==> src/rtl/counter_ctrl_pkg.sv <==
// Shared types and constants for the counter sequencing controller.
package counter_ctrl_pkg;

  typedef enum logic [1:0] {
    ST_IDLE  = 2'd0,
    ST_RUN   = 2'd1,
    ST_PAUSE = 2'd2,
    ST_DONE  = 2'd3
  } ctrl_state_t;

  localparam logic DIR_UP   = 1'b0;
  localparam logic DIR_DOWN = 1'b1;

endpackage

==> src/rtl/counter_ctrl_sync_edge_det.sv <==
// Two-flop synchronizer for an asynchronous level pin followed by a
// rising-edge detector; rise is high for exactly one clock.
module sync_edge_det
  import counter_ctrl_pkg::*;
(
  input  logic clk,
  input  logic rst_n,
  input  logic pin,
  output logic rise
);

  logic meta;
  logic sync;
  logic prev;

  // Synchronizer chain plus one delayed copy for edge detection.
  always_ff @(posedge clk or negedge rst_n) begin
    if (!rst_n) begin
      meta <= 1'b0;
      sync <= 1'b0;
      prev <= 1'b0;
    end else begin
      meta <= pin;
      sync <= meta;
      prev <= sync;
    end
  end

  assign rise = sync & ~prev;

endmodule

==> src/rtl/counter_ctrl.sv <==
// Sequencing controller for the counter datapath: turns start/stop pin
// events into clear/step strobes with a prescaler, terminal compare and
// one-shot or auto-reload behaviour. All outputs are registered.
module counter_ctrl
  import counter_ctrl_pkg::*;
#(
  parameter int unsigned WIDTH      = 8,
  parameter int unsigned PRESCALE_W = 4
) (
  input  logic                  clk_i,
  input  logic                  rst_i,
  input  logic                  start_i,
  input  logic                  stop_i,
  input  logic                  oneshot_i,
  input  logic                  dir_i,
  input  logic [WIDTH-1:0]      limit_i,
  input  logic [PRESCALE_W-1:0] prescale_i,
  input  logic [WIDTH-1:0]      counter_val_i,
  output logic                  cnt_clr_o,
  output logic                  cnt_en_o,
  output logic                  cnt_dir_o,
  output logic                  busy_o,
  output logic                  done_o,
  output logic [1:0]            state_o
);

  ctrl_state_t           state;
  ctrl_state_t           state_nx;
  logic [PRESCALE_W-1:0] pre;
  logic [PRESCALE_W-1:0] pre_nx;
  logic [PRESCALE_W-1:0] period;
  logic [WIDTH-1:0]      limit_q;
  logic                  oneshot_q;
  logic                  dir_q;
  logic                  start_ev;
  logic                  stop_ev;
  logic                  latch;
  logic                  clr_nx;
  logic                  en_nx;
  logic                  done_nx;
  logic                  busy_nx;
  logic                  strobe_prev;
  logic                  terminal;

  sync_edge_det u_start (
    .clk   (clk_i),
    .rst_n (rst_i),
    .pin   (start_i),
    .rise  (start_ev)
  );

  sync_edge_det u_stop (
    .clk   (clk_i),
    .rst_n (rst_i),
    .pin   (stop_i),
    .rise  (stop_ev)
  );

  // Next-state, prescaler and strobe decode. Terminal handling takes
  // priority over STOP and stepping; STOP beats START in every state.
  always_comb begin
    state_nx    = state;
    pre_nx      = pre;
    clr_nx      = 1'b0;
    en_nx       = 1'b0;
    done_nx     = 1'b0;
    latch       = 1'b0;
    strobe_prev = cnt_clr_o | cnt_en_o;
    terminal    = !strobe_prev && (counter_val_i == limit_q);
    unique case (state)
      ST_IDLE, ST_DONE: begin
        if (stop_ev) begin
          state_nx = ST_IDLE;
        end else if (start_ev) begin
          latch    = 1'b1;
          clr_nx   = 1'b1;
          pre_nx   = '0;
          state_nx = ST_RUN;
        end
      end
      ST_RUN: begin
        if (terminal) begin
          if (oneshot_q) begin
            state_nx = ST_DONE;
            done_nx  = 1'b1;
          end else begin
            clr_nx = 1'b1;
            pre_nx = '0;
            if (stop_ev) state_nx = ST_PAUSE;
          end
        end else if (stop_ev) begin
          state_nx = ST_PAUSE;
        end else if (pre == period) begin
          // Hold at the period after any strobe so strobes never abut.
          if (!strobe_prev) begin
            en_nx  = 1'b1;
            pre_nx = '0;
          end
        end else begin
          pre_nx = pre + PRESCALE_W'(1);
        end
      end
      ST_PAUSE: begin
        if (stop_ev) begin
          state_nx = ST_IDLE;
        end else if (start_ev) begin
          state_nx = ST_RUN;
        end
      end
    endcase
    busy_nx = (state_nx == ST_RUN) || (state_nx == ST_PAUSE);
  end

  // State, prescaler and registered strobe outputs.
  always_ff @(posedge clk_i or negedge rst_i) begin
    if (!rst_i) begin
      state     <= ST_IDLE;
      pre       <= '0;
      cnt_clr_o <= 1'b0;
      cnt_en_o  <= 1'b0;
      done_o    <= 1'b0;
      busy_o    <= 1'b0;
    end else begin
      state     <= state_nx;
      pre       <= pre_nx;
      cnt_clr_o <= clr_nx;
      cnt_en_o  <= en_nx;
      done_o    <= done_nx;
      busy_o    <= busy_nx;
    end
  end

  // Configuration captured only on START from IDLE or DONE.
  always_ff @(posedge clk_i or negedge rst_i) begin
    if (!rst_i) begin
      limit_q   <= '0;
      period    <= '0;
      oneshot_q <= 1'b0;
      dir_q     <= DIR_UP;
    end else if (latch) begin
      limit_q   <= limit_i;
      period    <= prescale_i;
      oneshot_q <= oneshot_i;
      dir_q     <= dir_i;
    end
  end

  assign cnt_dir_o = dir_q;
  assign state_o   = state;

endmodule
==> config.mk <==
export PLATFORM = sky130hd
export DESIGN_NAME = counter_ctrl
export DESIGN_NICKNAME = d
export VERILOG_FILES = /design/src/rtl/counter_ctrl_pkg.sv /design/src/rtl/counter_ctrl_sync_edge_det.sv /design/src/rtl/counter_ctrl.sv
export SDC_FILE = /design/constraint.sdc
export NUM_CORES = 1
export LEC_CHECK = 0
export BUFFER_PORTS_ARGS = -buffer_cell sky130_fd_sc_hd__buf_2
export CORE_MARGIN = 5
export CORE_UTILIZATION = 47
export CTS_CLUSTER_DIAMETER = 150
export DETAILED_ROUTE_END_ITERATION = 16
export HOLD_SLACK_MARGIN = 0.05
export PLACE_DENSITY = 0.71
export SETUP_SLACK_MARGIN = 0.15
export SLEW_MARGIN = 10
export SYNTH_ARGS = -nofsm -noshare
export SYNTH_HDL_FRONTEND = slang
export SYNTH_SLANG_ARGS = --single-unit
==> constraint.sdc <==
create_clock -name clk_i -period 2.45 [get_ports clk_i]
set_input_delay 0.1225 -clock clk_i [delete_from_list [all_inputs] [get_ports clk_i]]
set_output_delay 0.1225 -clock clk_i [all_outputs]
set_load 0.02 [all_outputs]
# --- Word level (Yosys, flattened, before mapping) ---
# Index checks and enable logic that the tools add are counted.
op_classes:
  bitwise: 5
  n_reduce_logical: 8
  mux: 28
  eq_ne: 12
  addsub: 1
op_table:
  columns: ["op", "count"]
  rows:
  - ["2-to-1 mux 4 bit", 7]
  - ["2-to-1 mux 1 bit", 13]
  - ["2-to-1 mux 2 bit", 5]
  - ["equality test 8 bit", 1]
  - ["case mux 4 bit (2 select lines)", 1]
  - ["equality test 2 bit (second input constant)", 3]
  - ["inequality test 3 bit (second input constant)", 2]
  - ["AND reduction 6 bit", 1]
  - ["adder 4 x 1 -> 4 bit (second input constant)", 1]
  - ["equality test 2 x 1 -> 1 bit (second input constant)", 2]
  - ["equality test 4 bit", 1]
  - ["inequality test 2 bit (second input constant)", 2]
  - ["inequality test 4 bit (second input constant)", 1]
  - ["case mux 2 bit (2 select lines)", 1]
  - ["OR reduction 3 bit", 1]
  - ["AND 1 bit", 2]
  - ["zero test 2 bit", 1]
  - ["NOT 1 bit", 2]
  - ["case mux 1 bit (2 select lines)", 1]
  - ["nonzero test 2 bit", 1]
  - ["OR reduction 2 bit", 1]
  - ["logical AND 1 bit", 1]
  - ["zero test 1 bit", 1]
  - ["logical OR 1 bit", 1]
  - ["bitwise OR 1 bit", 1]
totals:
  in_bits: 26
  ff_bits: 30
  word_cells: 70
  output_inout_bits: 7

# --- Depth between registers and ports, before layout ---
# Gate-level depths: netlist of run 1.
depth:
  ltp_word: 8
  mapped_depth: 7
  mapped_depth_nobuf: 6

# --- Modules after synthesis ---
# A second synthesis of run 1 with hierarchy kept.
unflattened:
  cells_unflattened: 113
  area_unflattened_um2: 1421.4
by_module_without_submodules:
  columns: ["mod", "cells_each", "area_per_inst_um2", "n_inst", "seq_area_each_um2"]
  rows:
  - ["counter_ctrl", 105, 1243.7, 1, 600.6]
  - ["sync_edge_det", 4, 88.8, 2, 75.1]

# --- Worst setup path before layout of run 1 ---
# No wires, ideal clock.
synth_timing:
  kind: "register to register"
  start: "register state[0] (netlist: state_o[0])"
  end: "register pre[2]"
  n_path_buf: 0
  arrival_time_ns: 1.806
  path_stages_with_launch: 7
  path_slack_ns: 0.557
  period_less_slack_ns: 1.893
  cell_sequence: "dfrtp_1 -> inv_1 -> ha_1 -> a21oi_1 -> nand4_1 -> or4b_2 -> o211ai_1"
synth_via:
  elab_chain_len: 4
  word_cells_on_any_way: 12
synth_rtl:
  columns: ["element", "line", "rtl"]
  rows:
  - ["from (decl)", "counter_ctrl.sv:27", "ctrl_state_t state;"]
  - ["from (signal assigned)", "counter_ctrl.sv:124", "state <= state_nx;"]
  - ["equality test 2 bit / zero test 2 bit (equally long branches)", "counter_ctrl.sv:70", "unique case (state)"]
  - ["OR reduction 2 bit", "counter_ctrl.sv:70", null]
  - ["inequality test 2 bit (no line) / nonzero test 2 bit (equally long branches)", null, null]
  - ["AND reduction 6 bit (no line)", null, null]
  - ["to (signal assigned)", "counter_ctrl.sv:125", "pre <= pre_nx;"]
  - ["to (decl)", "counter_ctrl.sv:29", "logic [PRESCALE_W-1:0] pre;"]
# Parallel ways exist; a longest one is shown, timed or not.
# A chain may end at the register's enable or synchronous reset.

# --- Worst setup path in the final report of run 1 ---
# Same ends and word-level chain as after synthesis.

==> impl_metrics.env, run 1 <==
export IMPL_clockRootBuffer="clkbuf_4"
export IMPL_place_gp_congestion=0.829
export IMPL_portBuffers=32
export IMPL_yosysMostFrequentCell="dfrtp_1"
export IMPL_die_area_mm2=0.00424
export IMPL_final_min_clock_period_ns=1.93
export IMPL_numCtsBuffers=5
export IMPL_drv_slew=0
export IMPL_fin_nets=203
export IMPL_async_flop_share_pct=100
export IMPL_core_mm2=0.00298
export IMPL_slew_headroom_pct=58.1
export IMPL_hold_viol=0
export IMPL_fmax_mhz=519
export IMPL_synth_nets=149
export IMPL_crit_chain="inv_1 > ha_1 > a21oi_1 > nand4_1 > or4b_2 > o211ai_1"
export IMPL_fill_cells=233
export IMPL_postCtsSetupBuffers=0
export IMPL_crit_path_start_kind="flop"
export IMPL_grt_start_max_net_pins=31
export IMPL_numClockSinks=30
export IMPL_fin_setup_tns_ns=0
export IMPL_busiest_layer="met2"
export IMPL_fin_crit_sh_pct=78.7
export IMPL_wl_per_cell_um=12.5
export IMPL_endpoint_kind="flop"
export IMPL_reg2regPathDepth=6
export IMPL_synth_adder_area_share_pct=2.63
export IMPL_synthXorXnorAreaFrac_pct=7.98
export IMPL_n_antenna_cell=0
export IMPL_worst_pin_slew_ns=0.629
export IMPL_clkSlewWorstSetupHoldPaths_ns=0.10
export IMPL_r2r_start="state_o[0]"
export IMPL_layout_area_overhead_vs_synth_pct=29.6
export IMPL_start_util_pct=47.9
export IMPL_gr_usage_met1_pct=15.3
export IMPL_synth_top_family_by_area="simple AND/OR/NAND/NOR gates"
export IMPL_critPathBufInv=1
export IMPL_clk_latency_ns=0.33
export IMPL_swShare_pct=32.2
export IMPL_setup_violations=0
export IMPL_grt_pass1_vias=1105
export IMPL_maxCapViolCount=0
export IMPL_finalClockSkew_ns=0.0117
export IMPL_grt_pass1_wl_mm=4.57
export IMPL_htree_levels=2
export IMPL_power_frac_comb_pct=32.4
export IMPL_drt_pass1_iter_count=4
export IMPL_die_width_um=65.1
export IMPL_peakVddDrop_uv=534
export IMPL_yosys_top_cells_count="30 x dfrtp_1, 14 x mux2_2, 10 x xnor2_1"
export IMPL_grtUsageMet3_pct=6.50
export IMPL_synthFlopType="dfrtp_1"
export IMPL_ys_ff_latch=30
export IMPL_cellPowerDensity_mw_per_mm2=825
export IMPL_worstReg2RegEnd="pre[2]"
export IMPL_cp_slowest_stage_delay_ns=0.63
export IMPL_yosysSeqAreaShare_pct=52.6
export IMPL_holdBufCountCts=17
export IMPL_fin_hold_ws_ns=0.337
export IMPL_ant_nets=0
export IMPL_crit_required_ns=2.70
export IMPL_worst_setup_path_type="reg2reg"
export IMPL_synthMuxAreaShare_pct=11.8
export IMPL_num_vias=1064
export IMPL_synth_edf_count=0
export IMPL_reg2reg_setup_slack_ns=0.52
export IMPL_postCtsResizedCells=0
export IMPL_synth_area_per_cell_um2=11.9
export IMPL_drtIter0Drc=29
export IMPL_overflow=0
export IMPL_crit_arrival_ns=2.18
export IMPL_synth_compound_area_share_pct=6.23
export IMPL_yosys_area_share_simple_pct=16.0
export IMPL_drcViolationCount=0
export IMPL_viasPerCell=5.12
export IMPL_tritoncts="built"
export IMPL_syn_instance_count=120
export IMPL_crit_fanout=5
export IMPL_status="complete, no violations"
export IMPL_grt_total_usage_pct=14.5
export IMPL_yosysTopAreaCell="dfrtp_1"
export IMPL_met2_usage_pct=24.5
export IMPL_synthTopCellsByArea="dfrtp_1 53%, mux2_2 11%, xnor2_1 6.1%"
export IMPL_drive_gt1_share_pct=34.3
export IMPL_synth_top_cell_area_share_pct=52.6
export IMPL_yosysWarnings=0
export IMPL_syn_area_mm2=0.00143
export IMPL_power_switching_mw=0.491
export IMPL_cts_buffer_depth=2
export IMPL_critPathTopFamily="simple AND/OR/NAND/NOR gates"
export IMPL_routed_wl_mm=2.61
export IMPL_min_path_type="in2async"
export IMPL_antenna_found_initial=0
export IMPL_ys_types=29
export IMPL_p_int_mw=1.03
export IMPL_grt_setup_unrepaired="false"
export IMPL_ios=33
export IMPL_slowest_stage="or4b_2"
export IMPL_seq_power_share_pct=48.0
export IMPL_power_leakage_nw=0.844
export IMPL_die_y_um=65.1
export IMPL_clock_power_share_pct=19.7
export IMPL_dp_hpwl_mm=1.94
export IMPL_rows=20
-- placed cells by master (no fill, tap or decap), types with 2 or more instances in the layout --
master	n
nand3_1	3
o211ai_1	3
clkbuf_4	5
mux2_2	14
nor3_1	3
a21oi_1	4
xnor2_1	10
xor2_1	3
buf_2	32
nand2b_1	2
o21ai_0	7
nor2_1	6
inv_1	8
dlygate4sd3_1	17
ha_1	3
nand4_1	4
dfrtp_1	30
nand2_1	5
-- cell type report --
type,count,area (um^2),area share [%]
sequential,30,751,40.6
multi-input combinational,80,636,34.4
timing repair buffer,49,330,17.9
clock buffer,7,55.1,2.98
tap,33,41.3,2.23
inverter,8,30.0,1.62
clock inverter,1,5.00,0.271
-- cells by family (layout without fill, tap and decap cells) --
group,after synthesis,count (layout)
and+or+nand+nor,34,34
muxes,15,15
xor gates and xnor gates,13,13
AOI/OAI and AO/OA,15,15
DFF,30,30
buffers and inverters,10,65
adders and majority gates,3,3
-- per-layer routing --
layer	share of wire [%]	up-vias
li1	-	531
met1	42	491
met2	50	36
met3	7.1	6
met4	1.2	0
met5	0	-
-- per-stage QoR --
step	total power, mW	setup WS [ns]	std cells	util [%]	cell area [um^2]
2_1_floorplan	1.10	0.557	120	-	1430
3_3_place_gp	1.20	0.638	183	54.3	1620
3_5_place_dp	1.22	0.546	183	54.3	1620
4_1_cts	1.55	0.510	208	62.1	1850
5_1_grt	1.65	0.363	208	62.1	1850
6_report	1.53	0.521	208	62.1	1850
-- state kept, by name (all words and copies together) (netlist names), 2 cells and up --
name	flops
limit_q	8
state_o	2
period	4
pre	4
-- how the worst max path moves through the flow --
stage	start	end	slack, ns	cells past startpoint
after floorplan	state_o[0]	pre[2]	0.56	6
after global placement	state_o[0]	pre[2]	0.64	6
after detailed placement	state_o[0]	pre[2]	0.55	6
after CTS	state_o[0]	pre[2]	0.51	6
after global routing	state_o[0]	pre[2]	0.36	6
final	state_o[0]	pre[2]	0.52	6
-- power by group through the flow --
| stage | Clock (mW) | Sequential (mW) | Combinational [mW] |
|---|---|---|---|
| finish | 0.300 | 0.732 | 0.494 |
| detailed placement | 0 | 0.746 | 0.478 |
| CTS | 0.314 | 0.735 | 0.500 |
| global route | 0.345 | 0.755 | 0.547 |
| global placement | 0 | 0.735 | 0.465 |
| floorplan | 0 | 0.747 | 0.351 |
(Power assumes the default switching activity.)
==> run 2, diff against run 1 <==
clock period = 2 ns   (was 2.45 ns; I/O delays follow)
==> run 2 against run 1 <==
Highest routed layer unchanged. Sequential power is 22% higher. Total power is 28% higher. Largest power group unchanged. Largest cell class unchanged. Utilization is 2.2 points higher. Non-clock buffer count is 4 higher. Sequential share of layout area is 1.3 points lower. Clock-buffer cell count is 1 lower. Final area is 3.6% higher. Via count is 5.2% higher. Worst hold slack worse by 0.027 ns. Global-route usage is 1.3 points higher. First-iteration DRC count is 72% higher.
==> impl_metrics.env, run 2 (synthesized netlist as in run 1, its figures left out) <==
export IMPL_status="complete, no violations"
export IMPL_largestRegisters="limit_q x8, period x4, pre x4"
export IMPL_setup_violations=0
export IMPL_fin_crit_sh_pct=91.2
export IMPL_start_util_pct=47.9
export IMPL_hold_viol=0
export IMPL_grt_start_max_net_pins=31
export IMPL_grt_setup_unrepaired="true"
export IMPL_fill_cells=231
export IMPL_crit_required_ns=2.26
export IMPL_drt_met1_wl_mm=1.17
export IMPL_place_gp_congestion=0.810
export IMPL_final_cell_mix="32 x buf_2, 29 x dfrtp_1, 17 x dlygate4sd3_1"
export IMPL_largest_reg_flops=8
export IMPL_stdcell_area_mm2=0.00191
export IMPL_final_common_cell="buf_2"
export IMPL_multiInputGateArea_um2=654
export IMPL_viasPerCell=5.28
export IMPL_drcViolationCount=0
export IMPL_drtIter0Drc=50
export IMPL_htree_levels=2
export IMPL_placed_cell_area_mm2=0.00164
export IMPL_n_antenna_cell=0
export IMPL_die_width_um=65.1
export IMPL_numCtsBuffers=5
export IMPL_portBuffers=32
export IMPL_drive_gt1_share_pct=38.5
export IMPL_worst_setup_path_type="reg2reg"
export IMPL_final_seq_area_um2=752
export IMPL_num_vias=1119
export IMPL_worst_pin_slew_ns=0.638
export IMPL_dp_cells=184
export IMPL_numClockSinks=30
export IMPL_grt_pass1_wl_mm=5.05
export IMPL_largest_register="limit_q"
export IMPL_routed_wl_mm=3.02
export IMPL_min_path_type="in2async"
export IMPL_rows=20
export IMPL_fin_hold_ws_ns=0.310
export IMPL_layout_area_overhead_vs_synth_pct=34.2
export IMPL_clockRootBuffer="clkbuf_4"
export IMPL_wl_per_cell_um=14.2
export IMPL_top_layer_used="met4"
export IMPL_cts_buffer_depth=2
export IMPL_clkSlewWorstSetupHoldPaths_ns=0.10
export IMPL_ios=33
export IMPL_final_min_clock_period_ns=1.82
export IMPL_tritoncts="built"
export IMPL_core_mm2=0.00298
export IMPL_die_area_mm2=0.00424
export IMPL_dp_hpwl_mm=2.12
export IMPL_grt_total_usage_pct=15.8
export IMPL_finalClockSkew_ns=0.0149
export IMPL_cellPowerDensity_mw_per_mm2=1020
export IMPL_ant_nets=0
export IMPL_slew_headroom_pct=57.5
export IMPL_maxCapViolCount=0
export IMPL_fin_setup_tns_ns=0
export IMPL_wl_met2_mm=1.61
export IMPL_grt_pass1_vias=1124
export IMPL_crit_arrival_ns=2.08
export IMPL_antenna_found_initial=0
export IMPL_endpoint_kind="flop"
export IMPL_clk_latency_ns=0.33
export IMPL_crit_fanout=3
export IMPL_total_power_mw=1.95
export IMPL_die_y_um=65.1
export IMPL_overflow=0
export IMPL_fin_nets=207
export IMPL_power_leakage_nw=0.866
export IMPL_dr_wl_met3_um=215
export IMPL_fmax_mhz=548
export IMPL_crit_path_start_kind="flop"
export IMPL_final_cells=212
export IMPL_drv_slew=0
export IMPL_peakVddDrop_uv=674
export IMPL_drt_pass1_iter_count=4
run 2: power by group:
part	internal [mW]	total [mW]	switching (mW)	leakage (nW)
clock network	0.169	0.380	0.211	0.0343
registers	0.773	0.895	0.122	0.365
logic	0.359	0.674	0.315	0.467
total	1.30	1.95	0.648	0.866
run 2: worst paths after layout:
kind	startpoint	to	slack, ns	depth (start not counted)
worst max-delay path	state_o[0]	pre[2]	0.18	6
min in group clk_i	counter_val_i[6]	cnt_clr_o	0.33	5
worst max register to register	state_o[0]	pre[2]	0.18	6
worst min register to register	u_stop.meta	u_stop.sync	0.37	0
worst min-delay path	rst_i	busy_o	0.31	2
max in group asynchronous	rst_i	state_o[0]	1.25	2
run 2: per-layer routing:
metal	up-vias	track usage, %
met5	-	0
met4	0	5.70
met2	47	27.3
li1	534	-
met3	4	6.15
met1	534	17.7
run 2: stage by stage:
step / util, % / setup slack [ns]
after floorplan: - / 0.176
after global placement: 55.0 / 0.213
after detailed placement: 55.0 / 0.122
after CTS: 63.3 / 0.144
after global routing: 64.3 / 0.101
final: 64.3 / 0.176
run 2: worst max-delay path, cell delays in order, from the launching register on:
cell	delay [ns]
dfrtp_2	0.42
inv_1	0.11
ha_4	0.22
a21oi_2	0.11
nand4_1	0.13
or4b_2	0.63
o211ai_1	0.12
run 2: cell type report:
class / instances / area share [%]
repair buffers: 53 / 19.5
clock inverters: 2 / 0.654
multi-input cells: 80 / 34.2
inverters: 8 / 1.57
well taps: 33 / 2.16
clock buffers: 6 / 2.68
flip-flops and latches: 30 / 39.3
run 2: what timing repair did:
action	CTS	global route
buffers inserted	1	2
pin swaps	1	0
endpoints found under the hold margin	46	0
resized for setup	1	3
setup endpoints to repair	3	4
hold buffers	17	0
